--- src/rtl/bridge_pkg.sv ---
// Shared types and constants for the CPU-to-device bus bridge.
// Holds the FSM state type, device address windows and interrupt widths.
package bridge_pkg;

    typedef enum logic [1:0] {
        S_IDLE,
        S_WRITE,
        S_READ,
        S_DONE
    } state_e;

    typedef enum logic [1:0] {
        SEL_NONE,
        SEL_DEV0,
        SEL_DEV1
    } sel_e;

    localparam logic [31:0] DEV0_BASE  = 32'h0000_7F00;
    localparam logic [31:0] DEV0_LIMIT = 32'h0000_7F0B;
    localparam logic [31:0] DEV1_BASE  = 32'h0000_7F10;
    localparam logic [31:0] DEV1_LIMIT = 32'h0000_7F1B;

    localparam int HWINT_W = 6;
    localparam int IRQ_W   = 2;

    // Word-aligned addresses inside a device window select it.
    function automatic sel_e decode(input logic [31:0] addr);
        sel_e sel;
        sel = SEL_NONE;
        if (addr[1:0] == 2'b00) begin
            if (addr >= DEV0_BASE && addr <= DEV0_LIMIT)
                sel = SEL_DEV0;
            else if (addr >= DEV1_BASE && addr <= DEV1_LIMIT)
                sel = SEL_DEV1;
        end
        return sel;
    endfunction

endpackage

--- src/rtl/irq_sync.sv ---
// Parameterized-width two-flop synchronizer for level interrupts.
// Asynchronous active-low reset clears both stages.
module irq_sync #(
    parameter int W = 2
) (
    input  logic         clk,
    input  logic         rst_n,
    input  logic [W-1:0] d_i,
    output logic [W-1:0] q_o
);

    logic [W-1:0] meta_q;
    logic [W-1:0] sync_q;

    always_ff @(posedge clk or negedge rst_n) begin
        if (!rst_n) begin
            meta_q <= '0;
            sync_q <= '0;
        end else begin
            meta_q <= d_i;
            sync_q <= meta_q;
        end
    end

    assign q_o = sync_q;

endmodule

--- src/rtl/bus_bridge.sv ---
// CPU-to-device bus bridge: two word-mapped devices, fixed 2-cycle access.
// Define BUS_BRIDGE_ERR_EN to report stray accesses on cpu_err.
module bus_bridge
    import bridge_pkg::*;
(
    input  logic               clk,
    input  logic               reset,
    input  logic               cpu_req,
    input  logic               cpu_we,
    input  logic [31:0]        cpu_addr,
    input  logic [31:0]        cpu_wdata,
    output logic               cpu_ready,
    output logic [31:0]        cpu_rdata,
    output logic               cpu_err,
    output logic [31:0]        dev_addr,
    output logic [31:0]        dev_wdata,
    output logic               dev0_we,
    output logic               dev1_we,
    input  logic [31:0]        dev0_rdata,
    input  logic [31:0]        dev1_rdata,
    input  logic               dev0_irq,
    input  logic               dev1_irq,
    output logic [HWINT_W-1:0] hwint
);

    state_e      state_q, state_d;
    logic [31:0] addr_q, addr_d;
    logic [31:0] wdata_q, wdata_d;
    logic [31:0] rdata_q, rdata_d;
    sel_e        sel;
    logic [IRQ_W-1:0] irq_s;

    assign sel = decode(addr_q);

    always_ff @(posedge clk or negedge reset) begin
        if (!reset) begin
            state_q <= S_IDLE;
            addr_q  <= '0;
            wdata_q <= '0;
            rdata_q <= '0;
        end else begin
            state_q <= state_d;
            addr_q  <= addr_d;
            wdata_q <= wdata_d;
            rdata_q <= rdata_d;
        end
    end

    always_comb begin
        state_d = state_q;
        addr_d  = addr_q;
        wdata_d = wdata_q;
        rdata_d = rdata_q;
        unique case (state_q)
            S_IDLE: begin
                if (cpu_req) begin
                    addr_d  = cpu_addr;
                    wdata_d = cpu_wdata;
                    state_d = cpu_we ? S_WRITE : S_READ;
                end
            end
            S_WRITE: state_d = S_DONE;
            S_READ: begin
                state_d = S_DONE;
                unique case (sel)
                    SEL_DEV0: rdata_d = dev0_rdata;
                    SEL_DEV1: rdata_d = dev1_rdata;
                    default:  rdata_d = '0;
                endcase
            end
            S_DONE:  state_d = S_IDLE;
            default: state_d = S_IDLE;
        endcase
    end

    assign cpu_ready = (state_q == S_DONE);
    assign cpu_rdata = rdata_q;
    assign dev_addr  = addr_q;
    assign dev_wdata = wdata_q;
    assign dev0_we   = (state_q == S_WRITE) && (sel == SEL_DEV0);
    assign dev1_we   = (state_q == S_WRITE) && (sel == SEL_DEV1);

`ifdef BUS_BRIDGE_ERR_EN
    assign cpu_err = (state_q == S_DONE) && (sel == SEL_NONE);
`else
    assign cpu_err = 1'b0;
`endif

    irq_sync #(
        .W(IRQ_W)
    ) u_irq_sync (
        .clk   (clk),
        .rst_n (reset),
        .d_i   ({dev1_irq, dev0_irq}),
        .q_o   (irq_s)
    );

    assign hwint = {{(HWINT_W-IRQ_W){1'b0}}, irq_s};

endmodule
--- config.mk ---
export PLATFORM = sky130hd
export DESIGN_NAME = bus_bridge
export DESIGN_NICKNAME = d
export VERILOG_FILES = /design/src/rtl/bridge_pkg.sv /design/src/rtl/irq_sync.sv /design/src/rtl/bus_bridge.sv
export SDC_FILE = /design/constraint.sdc
export NUM_CORES = 1
export LEC_CHECK = 0
export BUFFER_PORTS_ARGS = -buffer_cell sky130_fd_sc_hd__buf_4
export CAP_MARGIN = 10
export CORE_ASPECT_RATIO = 1.1
export CORE_MARGIN = 5
export CORE_UTILIZATION = 45
export CTS_CLUSTER_SIZE = 16
export DETAILED_ROUTE_END_ITERATION = 7
export PLACE_DENSITY = 0.75
export RECOVER_POWER = 50
export REMOVE_ABC_BUFFERS = 1
export SYNTH_ARGS = -nofsm -noshare
export SYNTH_HDL_FRONTEND = slang
export SYNTH_SLANG_ARGS = --single-unit
--- constraint.sdc ---
create_clock -name clk -period 1.82 [get_ports clk]
set_input_delay 0.273 -clock clk [delete_from_list [all_inputs] [get_ports clk]]
set_output_delay 0.273 -clock clk [all_outputs]
set_load 0.02 [all_outputs]
==> flow_summary.yaml <==
power:
  switching_share_pct: 37.72
  p_clk_share_pct: 17.6
  p_total_mw: 10.19
  seq_power_share_pct: 34.9
  internal-power_mw: 6.349
  power_density_nw_per_um2: 1453
  leakage_nw: 3.130
  switchingPower_mw: 3.845
  peakVddDrop_mv: 1.044
  p_comb_share_pct: 47.5
logic_synthesis:
  ys_seq_area_share_pct: 52.04
  synth_seq_cells: 102
  ys.flop_type: "dfrtp_1"
  synth.cell_area_sq_um: 4905
  synthTopCellsByCount: "102 x dfrtp_1, 96 x mux2_2, 35 x inv_1"
  synth_edf_count: 0
  avgSynthCellArea_sq_um: 13.86
  yosys_warnings: 0
  yosys.area.top_type: "dfrtp_1"
  synthArstFlopShare_pct: 100.0
  synth_area_leaders: "dfrtp_1 52%, mux2_2 22%, o22ai_2 7.4%"
  synth_most_common_cell: "dfrtp_1"
  synth_cells: 354
  ys_types: 27
  synth_top_area_share_pct: 52.04
critical_path:
  critPathKind: "flop to primary output"
  crit_slowest_cell: "dfrtp_1"
  crit_chain: "nand4b_1 -> a21oi_2 -> nand4_1 -> buf_4 -> nor4bb_4 -> buf_4"
  worstSetupStartpointType: "flop"
  path_delay_family: "simple AND/OR/NAND/NOR gates"
  slowest_delay_ns: 0.38
  required_ns: 1.55
  worstPathMaxFanout: 3
  critPathCaptureType: "primary output"
  arrival_ns: 1.83
  worst-path-buf-inv: 2
  cp_common_cell: "buf_4"
grt:
  grt_pass1_vias: 3962
  track_usage_pct: 19.78
  grt_pass1_wl_mm: 20.31
  grt_overflow: 0
  grt_start_max_net_pins: 57
  antenna_found_initial: 0
drt:
  highest_layer: "met4"
  dr.pass1.iters: 4
  wl_per_cell_um: 17.17
  route.detailed.drc: 0
  postRouteAntennaNets: 0
  first_iter_violations: 91
  routed_wl_mm: 12.84
  routed-wl-met2_mm: 6.272
  viasPerCell: 4.829
  vias: 3612
  dr_wl_met3_mm: 1.793
  wl_met1_mm: 4.680
clock_tree:
  cts_buffers: 9
  clk_latency_ns: 0.34
  cts_tree: "done"
  cts_buffer_depth: 2
  clkTransAtPathRegs_ns: 0.07
  htree_num_levels: 3
  clock_sink_count: 102
  cts-root-buf: "clkbuf_16"
floorplan:
  dieHeight_um: 119.5
  die-area_sq_um: 13090
  rows: 40
  ios: 240
  fp.dieW_um: 109.5
  core_sq_um: 10810
  start_util_pct: 45.37
final_layout:
  fin_cells: 748
  post-route-util_pct: 64.91
  syn_to_final_growth_pct: 43.06
  num_antenna_cells: 0
  drive_gt1_share_pct: 64.39
  nets: 735
  stdcell_area_sq_um: 7017
flow_run:
  maxCapViolations: 0
timing:
  relSlewSlack_pct: 52.66
  maxSlewViolCount: 0
  fin_crit_sh_pct: 115.7
  clock_skew_ns: 0.008686
  setup_violations: 2
  fin_ws_ns: -0.2851
  period_minus_slack_ns: 2.105
  setup_tns_ns: -0.5551
  hold_violations: 0
  tightest_slew_ns: 0.7102
  rsz0062_at_grt: "true"
  max_freq_mhz: 475.0
place:
  gp_congestion: 0.7451
  io_buffers: 234
  dpl_cell_area_sq_um: 6835
  dpl.cell_count: 725
  hpwl_mm: 10.02
status:
  status: "finished with violations"
  violations: "negative setup slack"
worst_hold_path:
  hp-class: "input pin to flop"
[flip-flops by register name, indices dropped and copies added, names as in the netlist]
signal	count
cpu_rdata	32
u_irq_sync.q_o	2
u_irq_sync.meta_q	2
dev_addr	32
state_q	2
dev_wdata	32
[cells by family (layout without fill, tap and decap cells)]
logic type | Yosys count | after routing | synth area share (%)
multiplexers | 98 | 98 | 22.45
AO/OA/AOI/OAI | 35 | 35 | 8.087
flip-flops | 102 | 102 | 52.04
adder cells (fa/ha/maj) | 5 | 5 | 1.276
AND/OR/NAND/NOR | 49 | 49 | 8.469
buffers and inverters | 64 | 307 | 7.602
other | 1 | 5 | 0.07646
[cell type report]
class,count,area (sq um)
Multi-Input combinational cell,192,2041
Inverter,35,131.4
Clock buffer,11,242.7
Tap cell,147,183.9
Sequential cell,102,2552
Fill cell,868,3794
Timing Repair Buffer,256,1833
Clock inverter,5,32.53
[layout by cell type, fill, tap and decap left out, types with 2 or more instances in the layout]
master,count
o22ai_2,29
nor2_1,3
inv_1,35
buf_6,2
nand3_2,30
buf_12,6
clkbuf_16,9
o22ai_1,3
buf_4,198
mux2_2,96
clkbuf_4,2
nand3_1,3
dfrtp_1,102
clkinv_2,3
clkbuf_1,46
nor4_1,3
conb_1,5
a21oi_1,2
ha_1,4
mux2i_1,2
clkbuf_2,2
[final timing paths]
check                                            endpoint                      startpoint  cells past startpoint  slack (ns)
setup / recovery                                  dev0_we        dev_addr[28]$_DFFE_PN0P_                      6       -0.29
hold / removal             u_irq_sync.meta_q[0]$_DFF_PN0_                        dev0_irq                      1        0.06
setup reg to reg                 cpu_rdata[1]$_DFFE_PN0N_        dev_addr[18]$_DFFE_PN0P_                      5        0.16
hold reg to reg               u_irq_sync.q_o[0]$_DFF_PN0_  u_irq_sync.meta_q[0]$_DFF_PN0_                      0        0.35
max in group asynchronous       dev_wdata[12]$_DFFE_PN0P_                           reset                      3        0.33
min in group asynchronous       cpu_rdata[25]$_DFFE_PN0N_                           reset                      2        0.53
[metal layers]
layer	global-route usage, %	vias to the layer above
met5	0	-
met4	5.144	0
met3	9.198	8
met2	33.59	178
met1	22.22	1716
li1	-	1710
[through the flow]
step	hold slack (ns)	setup WS [ns]
after global placement	0.2197	-0.06792
final	0.06314	-0.2851
after CTS	0.02727	-0.3374
after detailed placement	0.2206	-0.1154
after global routing	0.04877	-0.4565
after floorplan	-0.02259	-1.547
[timing repair]
item / in CTS / in global routing
pin swaps: 4 / 0
setup endpoints to repair: 2 / 2
hold endpoints to repair: 26 / 0
resized for setup: 6 / 0
buffers inserted: 5 / 1
hold buffers: 1 / 0
[power by group through the flow]
| stage | sequential [mW] | clock [mW] | combinational [mW] |
|---|---|---|---|
| 6_report | 3.56 | 1.80 | 4.84 |
| 5_1_grt | 3.67 | 1.95 | 5.18 |
| 4_1_cts | 3.56 | 1.84 | 5.07 |
| 3_5_place_dp | 3.60 | 0 | 4.94 |
| 3_3_place_gp | 3.52 | 0 | 4.88 |
| 2_1_floorplan | 4.50 | 0 | 1.78 |
Power figures use the tool's default switching activity.
